`config.mk`:
```
export PLATFORM = sky130hd
export DESIGN_NAME = cus_mac_seq_flat
export DESIGN_NICKNAME = d
export VERILOG_FILES = /design/src/rtl/cus_mac_seq_pkg.sv /design/src/rtl/cus_mac_seq_if.sv /design/src/rtl/cus_mac_seq_mac_step.sv /design/src/rtl/cus_mac_seq.sv /design/src/flat_wrapper.sv
export SDC_FILE = /design/constraint.sdc
export NUM_CORES = 1
export LEC_CHECK = 0
export CAP_MARGIN = 20
export CORE_MARGIN = 4
export CORE_UTILIZATION = 30
export CTS_CLUSTER_DIAMETER = 150
export DETAILED_ROUTE_END_ITERATION = 8
export GPL_TIMING_DRIVEN = 0
export MAX_ROUTING_LAYER = met4
export PLACE_DENSITY_LB_ADDON = 0.2
export SYNTH_ARGS = -nofsm -noshare
export SYNTH_HDL_FRONTEND = slang
export SYNTH_SLANG_ARGS = --single-unit
```
`constraint.sdc`:
```
create_clock -name CLK -period 4.2 [get_ports CLK]
set_input_delay 0.42 -clock CLK [delete_from_list [all_inputs] [get_ports CLK]]
set_output_delay 0.42 -clock CLK [all_outputs]
set_load 0.05 [all_outputs]
```
`src/rtl/cus_mac_seq_pkg.sv`:
```
// Shared definitions for the iterative multiply-accumulate sequencer:
// FSM state encodings, the custom opcode and the default step width.
package cus_mac_seq_pkg;

  typedef enum logic [1:0] {
    MAC_IDLE = 2'd0,
    MAC_RUN  = 2'd1,
    MAC_DONE = 2'd2
  } mac_state_e;

  // Major opcode of the custom MAC instruction (decoded upstream into start)
  localparam logic [6:0] CUS_OPCODE = 7'b0001011;

  // Multiplier bits retired per RUN cycle; must divide 32
  localparam int STEP_BITS_DEF = 2;

  // Counter wide enough to hold STEPS for STEP_BITS=1 (32)
  localparam int CNT_W = 6;

  function automatic int steps_of(input int step_bits);
    return 32 / step_bits;
  endfunction

endpackage

```
`src/rtl/cus_mac_seq_if.sv`:
```
// Pipeline-facing bundle of the MAC sequencer: operands and control in,
// stall/handshake and result out.
interface cus_mac_seq_if;
  logic        start;
  logic        flush;
  logic [31:0] op_a;
  logic [31:0] op_b;
  logic [31:0] op_acc;
  logic [4:0]  op_rd;
  logic        stall_req;
  logic        busy;
  logic        done;
  logic [31:0] result;
  logic [4:0]  result_rd;

  // Pipeline / execute-stage side
  modport master (
    output start, flush, op_a, op_b, op_acc, op_rd,
    input  stall_req, busy, done, result, result_rd
  );

  // Sequencer side
  modport slave (
    input  start, flush, op_a, op_b, op_acc, op_rd,
    output stall_req, busy, done, result, result_rd
  );
endinterface

```
`src/rtl/cus_mac_seq_mac_step.sv`:
```
// One shift-add step: adds multiplicand times the low STEP_BITS multiplier
// digit into the accumulator and shifts both operand registers.
module mac_step #(
  parameter int STEP_BITS = 2
) (
  input  logic [31:0] acc_i,
  input  logic [31:0] mcand_i,
  input  logic [31:0] mplier_i,
  output logic [31:0] acc_o,
  output logic [31:0] mcand_o,
  output logic [31:0] mplier_o
);

  logic [31:0] digit;

  // Zero-extended multiplier digit; product keeps only the low 32 bits
  assign digit    = 32'(mplier_i[STEP_BITS-1:0]);
  assign acc_o    = acc_i + mcand_i * digit;
  assign mcand_o  = mcand_i << STEP_BITS;
  assign mplier_o = mplier_i >> STEP_BITS;

endmodule

```
`src/rtl/cus_mac_seq.sv`:
```
// Multi-cycle sequencer for the custom MAC instruction (rd = rs1*rs2 + rd,
// low 32 bits). Holds the pipeline stall while the op iterates and presents
// the result for one cycle in DONE.
// Build option: CUS_MAC_EARLY_EXIT_EN ends RUN as soon as the remaining
// multiplier bits are all zero; results are unchanged, only latency.
module cus_mac_seq
  import cus_mac_seq_pkg::*;
#(
  parameter int STEP_BITS = STEP_BITS_DEF
) (
  input  logic CLK,
  input  logic RES,
  cus_mac_seq_if.slave bus
);

  localparam int STEPS = 32 / STEP_BITS;

  mac_state_e       state_q, state_d;
  logic [CNT_W-1:0] cnt_q, cnt_d;
  logic [31:0]      mcand_q, mcand_d;
  logic [31:0]      mplier_q, mplier_d;
  logic [31:0]      acc_q, acc_d;
  logic [4:0]       rd_q, rd_d;
  logic [31:0]      res_hold_q;
  logic [4:0]       rd_hold_q;

  logic [31:0] acc_nx, mcand_nx, mplier_nx;
  logic        load, done_w;

  mac_step #(.STEP_BITS(STEP_BITS)) u_step (
    .acc_i    (acc_q),
    .mcand_i  (mcand_q),
    .mplier_i (mplier_q),
    .acc_o    (acc_nx),
    .mcand_o  (mcand_nx),
    .mplier_o (mplier_nx)
  );

  // Next-state, operand loading and iteration control
  always_comb begin
    state_d  = state_q;
    cnt_d    = cnt_q;
    mcand_d  = mcand_q;
    mplier_d = mplier_q;
    acc_d    = acc_q;
    rd_d     = rd_q;
    load     = 1'b0;
    case (state_q)
      MAC_IDLE: if (!bus.flush && bus.start) load = 1'b1;
      MAC_RUN: begin
        if (bus.flush) begin
          state_d = MAC_IDLE;
        end else begin
          acc_d    = acc_nx;
          mcand_d  = mcand_nx;
          mplier_d = mplier_nx;
          cnt_d    = cnt_q - 1'b1;
`ifdef CUS_MAC_EARLY_EXIT_EN
          if (cnt_q == CNT_W'(1) || mplier_nx == 32'd0) state_d = MAC_DONE;
`else
          if (cnt_q == CNT_W'(1)) state_d = MAC_DONE;
`endif
        end
      end
      MAC_DONE: begin
        if (bus.flush)      state_d = MAC_IDLE;
        else if (bus.start) load    = 1'b1;
        else                state_d = MAC_IDLE;
      end
      default: state_d = MAC_IDLE;
    endcase
    // New op: from IDLE or back-to-back out of DONE
    if (load) begin
      mcand_d  = bus.op_a;
      mplier_d = bus.op_b;
      acc_d    = bus.op_acc;
      rd_d     = bus.op_rd;
      cnt_d    = CNT_W'(STEPS);
      state_d  = MAC_RUN;
    end
  end

  // State, datapath and held-result registers
  always_ff @(posedge CLK) begin
    if (RES) begin
      state_q    <= MAC_IDLE;
      cnt_q      <= '0;
      mcand_q    <= '0;
      mplier_q   <= '0;
      acc_q      <= '0;
      rd_q       <= '0;
      res_hold_q <= '0;
      rd_hold_q  <= '0;
    end else begin
      state_q  <= state_d;
      cnt_q    <= cnt_d;
      mcand_q  <= mcand_d;
      mplier_q <= mplier_d;
      acc_q    <= acc_d;
      rd_q     <= rd_d;
      if (done_w) begin
        res_hold_q <= acc_q;
        rd_hold_q  <= rd_q;
      end
    end
  end

  // Outputs: result is live in the retiring cycle, held afterwards
  assign done_w        = (state_q == MAC_DONE) && !bus.flush && !RES;
  assign bus.done      = done_w;
  assign bus.busy      = (state_q == MAC_RUN);
  assign bus.result    = done_w ? acc_q : res_hold_q;
  assign bus.result_rd = done_w ? rd_q : rd_hold_q;
  assign bus.stall_req = !RES && ((state_q == MAC_RUN) ||
                         (state_q != MAC_RUN && bus.start && !bus.flush));

endmodule

```
`src/flat_wrapper.sv`:
```
// flat-port wrapper written by rule: the top's interface ports become plain ports
module cus_mac_seq_flat import cus_mac_seq_pkg::*;
#(
  parameter int STEP_BITS = STEP_BITS_DEF
)
  (CLK, RES, bus_start, bus_flush, bus_op_a, bus_op_b, bus_op_acc, bus_op_rd, bus_stall_req, bus_busy, bus_done, bus_result, bus_result_rd);
  cus_mac_seq_if bus_i ();
  input  logic CLK;
  input  logic RES;
  input wire logic [$bits(bus_i.start)-1:0] bus_start;
  input wire logic [$bits(bus_i.flush)-1:0] bus_flush;
  input wire logic [$bits(bus_i.op_a)-1:0] bus_op_a;
  input wire logic [$bits(bus_i.op_b)-1:0] bus_op_b;
  input wire logic [$bits(bus_i.op_acc)-1:0] bus_op_acc;
  input wire logic [$bits(bus_i.op_rd)-1:0] bus_op_rd;
  output wire logic [$bits(bus_i.stall_req)-1:0] bus_stall_req;
  output wire logic [$bits(bus_i.busy)-1:0] bus_busy;
  output wire logic [$bits(bus_i.done)-1:0] bus_done;
  output wire logic [$bits(bus_i.result)-1:0] bus_result;
  output wire logic [$bits(bus_i.result_rd)-1:0] bus_result_rd;
  assign bus_i.start = bus_start;
  assign bus_i.flush = bus_flush;
  assign bus_i.op_a = bus_op_a;
  assign bus_i.op_b = bus_op_b;
  assign bus_i.op_acc = bus_op_acc;
  assign bus_i.op_rd = bus_op_rd;
  assign bus_stall_req = bus_i.stall_req;
  assign bus_busy = bus_i.busy;
  assign bus_done = bus_i.done;
  assign bus_result = bus_i.result;
  assign bus_result_rd = bus_i.result_rd;
  cus_mac_seq #(.STEP_BITS(STEP_BITS)) u_core (.CLK(CLK), .RES(RES), .bus(bus_i));
endmodule
```
After elaboration in Yosys (flattened, before gate mapping)
Cells that the tools add are included.
{ "word_totals": {"register_bits": 146, "output_inout_bits": 40, "word_cells": 65} }
{ "op_classes": {"addsub": 2, "n_mul": 1, "eq_ne": 10, "muxes": 24, "n_bitwise": 2, "reduce_logical": 16} }
{ "op_table": {"columns": ["operator", "count"], "rows": [
  ["$mux W32", 10],
  ["$add A32 B32 Y32", 1],
  ["$mul A32 B2 Y32", 1],
  ["$mux W5", 4],
  ["$mux W2", 4],
  ["$eq A6 B1 Y1 const B", 1],
  ["$logic_and A1 B1 Y1", 6],
  ["$ne A2 B1 Y1 const B", 3],
  ["$pmux W2 S3", 1],
  ["$reduce_and A3 Y1", 2],
  ["$sub A6 B1 Y6 const B", 1],
  ["$mux W1", 4],
  ["$ne A4 B2 Y1 const B", 1],
  ["$ne A4 B3 Y1 const B", 1],
  ["$reduce_and A2 Y1", 2],
  ["$ne A3 B2 Y1 const B", 1],
  ["$ne A3 B3 Y1 const B", 1],
  ["$eq A2 B1 Y1 const B", 1],
  ["$eq A2 B2 Y1 const B", 1],
  ["$logic_not A1 Y1", 2],
  ["$logic_not A2 Y1", 1],
  ["$not A1 Y1", 2],
  ["$pmux W1 S2", 1],
  ["$reduce_bool A2 Y1", 1],
  ["2 further kinds", 2]
]} }

Logic depth before layout (Yosys ltp)
{ "logic_depth": {"depth_word": 6, "mapped_depth": 16, "depth_no_buf": 14} }

Cells and area by module
A second synthesis with hierarchy kept.
{ "unflattened": {"hier_cells": 1084, "area_unflattened_um2": 9086.2} }
{ "by_module_without_submodules": {"columns": ["mod", "instances", "cells_each", "area_each_um2"], "rows": [
  ["cus_mac_seq", 1, 619, 5805.6],
  ["mac_step", 1, 465, 3280.6]
]} }

Worst setup path after synthesis
Ideal clock, no wire load.
{ "synth_timing": {"path_kind": "flip-flop to flip-flop", "from": "register u_core.mplier_q[0]", "to": "register u_core.acc_q[31]", "setup_time_ns": 0.130, "t_arrival_ns": 3.596, "t_required_ns": 4.070, "setup_slack_ns": 0.474, "path_stages_with_launch": 17, "synth_period_minus_slack_ns": 3.726, "cell_sequence": "dfxtp_1 > clkbuf_1 > clkbuf_1 > nand2_1 > fa_1 > inv_1 > ha_1 > inv_1 > fa_1 > and2b_1 > o2111ai_2 > a2111oi_4 > o2111ai_1 > or4_1 > nand3_1 > mux2i_1 > nor3_2"} }
{ "synth_between": {"elab_chain_len": 5} }
{ "synth_lines": {"columns": ["item", "line", "source"], "rows": [
  ["start: declaration", "cus_mac_seq.sv:21", "logic [31:0] mplier_q, mplier_d;"],
  ["start signal: assignment", "cus_mac_seq.sv:98", "mplier_q <= mplier_d;"],
  ["$mul A32 B2 Y32", "cus_mac_seq_mac_step.sv:18", "assign acc_o = acc_i + mcand_i * digit;"],
  ["$add A32 B32 Y32", "cus_mac_seq_mac_step.sv:18", null],
  ["$mux W32", "cus_mac_seq.sv:51", "if (bus.flush) begin"],
  ["$mux W32", "cus_mac_seq.sv:48", "case (state_q)"],
  ["$mux W32", "cus_mac_seq.sv:73", "if (load) begin"],
  ["end signal: assignment", "cus_mac_seq.sv:90", "acc_q <= '0;"],
  ["end signal: assignment", "cus_mac_seq.sv:99", "acc_q <= acc_d;"],
  ["end: declaration", "cus_mac_seq.sv:22", "logic [31:0] acc_q, acc_d;"]
]} }
No other way between the ends. The select of a mux whose other input is x is not followed.
A chain may end at the register's enable or synchronous reset.

Worst setup path after layout
{ "layout_timing": {"from": "register u_core.mplier_q[1]", "to": "register u_core.acc_q[31]"} }
The elaborated chain is that of the path after synthesis.

==> results.md <==
Status:
- The run finished with clean final reports.

Finish:
- The multi-input logic area is 5160 sq um.
- The library cells used most frequently in the layout, excluding fill and tap cells, are nand2_1 (203), clkdlybuf4s50_1 (144), dfxtp_1 (144), inv_1 (95), a21oi_1 (89).
- The ratio of cells with drive above 1 in the final layout is 7.00%.
- The footprint of the flip-flops and latches is 2930 sq um.
- After the last flow step, the layout net total stands at 1413.
- Counting the fill cells in the layout gives 3005.
- The cell area after layout is 11200 sq um.
- Measured on the finished design, the core utilization comes to 39.1%.
- 0 antenna diodes ended up in the layout.
- Relative to the synthesized area, the layout overhead comes to 28.7%.
- The most common library cell in the layout ignoring fill and taps is nand2_1.

Logic synthesis:
- The synthesized instance count is 1082.
- The total number of yosys warnings is 0.
- The number of synthesized flops with an enable pin is 0.
- Dividing the synthesized area by the synthesized cell count gives 8.07 sq um.
- The post-synthesis net count is 1251.
- The count of unique library cells instantiated by Yosys is 58.
- The share of synthesized flip-flops with an asynchronous set or reset is 0%.
- The part of the Yosys area used for sequential elements is 33.5%.
- Synthesis inferred 146 register bits.
- The predominant post-synthesis flop cell is dfxtp_1.
- The area of the mapped netlist is 8730 sq um.

Timing:
- The portion of the clock cycle consumed by the worst path in the final layout is 96.8%.
- The total count of hold-check failures in the final report is 0.
- The number of max-slew violations in the final report came to 0.
- In the post-route analysis, the smallest setup slack over all paths is 0.133 ns.
- At the pin with the least slew margin, the transition time is 0.931 ns.
- Setup repair after global routing left no endpoint under its margin.
- The peak clock frequency supported by timing is 246 MHz.
- The post-route minimum period is 4.07 ns.
- Setup violations remaining at the end of the flow were counted as 0.
- On the final layout, the worst clock skew is 0.0111 ns.
- The worst relative slew slack is 37.9%.

Pwr:
- The power after layout is 0.00351 W.
- In this run the power density over the cells is 313 nW/um^2.
- The cell leakage power is 4.48 nW.
- The worst IR drop on VDD is 0.315 mV.

Clocking:
- Clock-pin slew was measured on the worst setup and hold paths at 0.07 ns.
- The H-tree was split into 4 levels.
- The clock sink count is 146.
- In this run, post-CTS hold repair placed 0 buffers.
- Buffers inserted during clock tree synthesis total 17.
- In this run the deepest clock path goes through 2 buffers.
- The clock latency on the worst-skew pair is 0.44 ns.
- TritonCTS built the clock tree.
- The clock root buffer master is clkbuf_16.

GRT:
- The first global-routing pass estimated 46200 um of wire.
- The initial antenna violation count is 0.
- The final global-route overflow total is 0.
- The number of global-route vias before repair is 8150.
- Entering global routing, the biggest net connects 17 pins.
- Global routing used 19.4% of the available tracks across all layers.

Setup path:
- The critical path ends at u_core.acc_q[31].
- STA puts the critical path data arrival time at 4.37 ns.
- Measured in cells, the most critical reg-to-reg path has a length of 15.
- For this design, the slowest cell found on the critical path is or4_1.
- The critical path goes through buf_4 -> nand2_1 -> fa_1 -> inv_1 -> ha_1 -> inv_1 -> fa_1 -> and2b_1 -> o2111ai_2 -> a2111oi_4 -> o2111ai_1 -> or4_1 -> nand3_1 -> mux2i_1 -> nor3_2.
- The kind of start point of the critical path is a flip-flop.
- In this run the worst setup path begins at u_core.mplier_q[1].
- At the worst endpoint, the required time is 4.50 ns.
- Along the worst path, the maximum fanout reaches 10.
- The worst setup path is captured at a flip-flop.
- The kind of critical path is flip-flop to flip-flop.
- Broken down by cell family, the worst path's largest delay share belongs to simple AND/OR/NAND/NOR gates.
- Setup slack on the worst reg-to-reg path comes out at 0.13 ns.
- The number of buffer and inverter stages on the critical path is 3.
- The startpoint of the most critical register-to-register path is u_core.mplier_q[1].
- For this run, the slowest stage of the critical path takes 0.56 ns.
- The worst register-to-register path ends at u_core.acc_q[31].
- The critical path crosses 15 cells after its start point.

Die:
- The cell row count is 62.
- Once the floorplan was initialized, standard cells occupied 30.4% of the core.
- The region available for standard cell placement spans 28700 sq um.
- The die footprint is 31900 sq um.
- The vertical die dimension is 179 um.
- In this run the horizontal extent of the chip is 179 um.
- During I/O placement, the number of pins put on the boundary was 145.

Place:
- The worst slack at placement is -0.254 ns.
- The total placed instance area is 10700 sq um.
- During placement, the flow inserted port buffers numbering 144.
- The final RePlAce weighted congestion is 0.901.
- Detailed placement finished with a half-perimeter wire length of 22600 um.

Route:
- Before antenna repair, the detailed router went through 5 iterations.
- In this run the remaining antenna-violating nets after routing total 0.
- Dividing the detail-routed via count by the number of cells gives 4.99.
- Summed over all layers, the routed wires come to 29900 um.
- After the first detailed-routing iteration, the DRC count stood at 544.
- In the routed design, unresolved DRC markers number 0.
- The routed wirelength normalized by instance count is 18.2 um.
- The number of vias in the routed layout is 8189.

Run:
- Across the run, the number of max-cap violations was 0.

Min path:
- The class of the worst hold path is flip-flop to flip-flop.
## tightest hold or removal path: stages, from the launching register on
cell	delay, ns
dfxtp_1	0.31
nand2_1	0.05
a21oi_1	0.05
## metrics by stage
stage | setup TNS [ns] | hold slack (ns) | cells
5_1_grt | 0 | 0.469 | 1641
6_report | 0 | 0.457 | 1641
3_3_place_gp | -0.293 | 0.443 | 1610
2_1_floorplan | 0 | 0.433 | 1082
3_5_place_dp | -0.258 | 0.447 | 1610
4_1_cts | 0 | 0.458 | 1641
## per-layer routing
layer / vias to the layer above / share of wire, % / GRT usage [%]
met2: 210 / 47 / 31.8
met1: 3960 / 46 / 25.6
li1: 3994 / - / -
met3: 25 / 4.6 / 2.97
met5: - / 0 / -
met4: 0 / 1.5 / 4.32
## timing repair
| item | CTS | global route |
|---|---|---|
| setup buffers | 0 | 0 |
| resized for setup | 4 | 12 |
| setup endpoints to repair | 3 | 4 |
| hold endpoints to repair | 0 | 0 |
## final cells by class
| cell class | count | area share, % |
|---|---|---|
| Buffer | 74 | 2.61 |
| Clock inverter | 14 | 1.24 |
| Multi-Input combinational cell | 766 | 46.0 |
| Clock buffer | 18 | 3.82 |
| Inverter | 95 | 3.18 |
| Timing Repair Buffer | 144 | 12.8 |
| Sequential cell | 146 | 26.1 |
| Tap cell | 384 | 4.28 |
## state kept, by name, indices dropped and copies added, names as in the netlist
register / count
u_core.rd_q: 5
u_core.mplier_q: 32
u_core.rd_hold_q: 5
u_core.cnt_q: 6
u_core.mcand_q: 32
u_core.state_q: 2
u_core.res_hold_q: 32
u_core.acc_q: 32
## Yosys cell counts (2+ instances only)
| cell type | number | area (sq um) |
|---|---|---|
| nand2_1 | 203 | 762 |
| dfxtp_1 | 146 | 2920 |
| inv_1 | 95 | 357 |
| a21oi_1 | 89 | 445 |
| clkbuf_1 | 65 | 244 |
| nor2_1 | 64 | 240 |
| a22oi_1 | 47 | 353 |
| nor2b_1 | 39 | 244 |
| mux2_2 | 37 | 417 |
| ha_1 | 33 | 413 |
| fa_1 | 31 | 621 |
| a311oi_1 | 26 | 228 |
| a21o_1 | 23 | 173 |
| xnor2_1 | 21 | 184 |
| o21ai_0 | 17 | 85.1 |
| nand3_1 | 13 | 65.1 |
| xor2_1 | 12 | 105 |
| nor3_1 | 11 | 55.1 |
| a211oi_1 | 10 | 75.1 |
| nand4_1 | 10 | 62.6 |
| o22ai_1 | 9 | 56.3 |
| buf_1 | 8 | 30.0 |
| nand2b_1 | 8 | 50.1 |
| a31oi_1 | 7 | 43.8 |
| mux2i_1 | 6 | 60.1 |
| o211ai_1 | 4 | 30.0 |
| o21ai_1 | 4 | 20.0 |
| or3_1 | 4 | 25.0 |
| o21a_1 | 3 | 22.5 |
| and3_1 | 2 | 12.5 |
| buf_2 | 2 | 10.0 |
| nand3b_1 | 2 | 15.0 |
| nor4_1 | 2 | 12.5 |
| o21bai_1 | 2 | 15.0 |
| o311ai_1 | 2 | 17.5 |
| o31ai_1 | 2 | 15.0 |
| or2_2 | 2 | 12.5 |
## where the power goes
part / total (W) / switching, W / leakage [nW] / internal, W
clock: 0.00151 / 0.000722 / 0.283 / 0.000791
sequential: 0.00150 / 0.0000529 / 1.19 / 0.00145
combinational: 0.000502 / 0.000293 / 3.00 / 0.000209
## cell families after synthesis
family / share of synthesized area [%]
AO/OA/AOI/OAI: 19.9
AND/OR/NAND/NOR: 18.6
adder cells (fa/ha/maj): 11.8
XOR/XNOR: 3.31
buffers and inverters: 7.34
multiplexers: 5.46
flip-flops: 33.5
## worst min path at each step
stage / from / slack [ns] / end / cells after the start
detailed placement: u_core.mplier_q[20] / 0.45 / u_core.mplier_q[20] / 2
CTS: u_core.mplier_q[20] / 0.46 / u_core.mplier_q[20] / 2
finish: u_core.rd_q[4] / 0.46 / u_core.rd_q[4] / 2
global route: u_core.mplier_q[20] / 0.47 / u_core.mplier_q[20] / 2
global placement: u_core.mplier_q[25] / 0.44 / u_core.mplier_q[25] / 2
floorplan: u_core.rd_q[0] / 0.43 / u_core.rd_q[0] / 2
(Power assumes the default switching activity.)
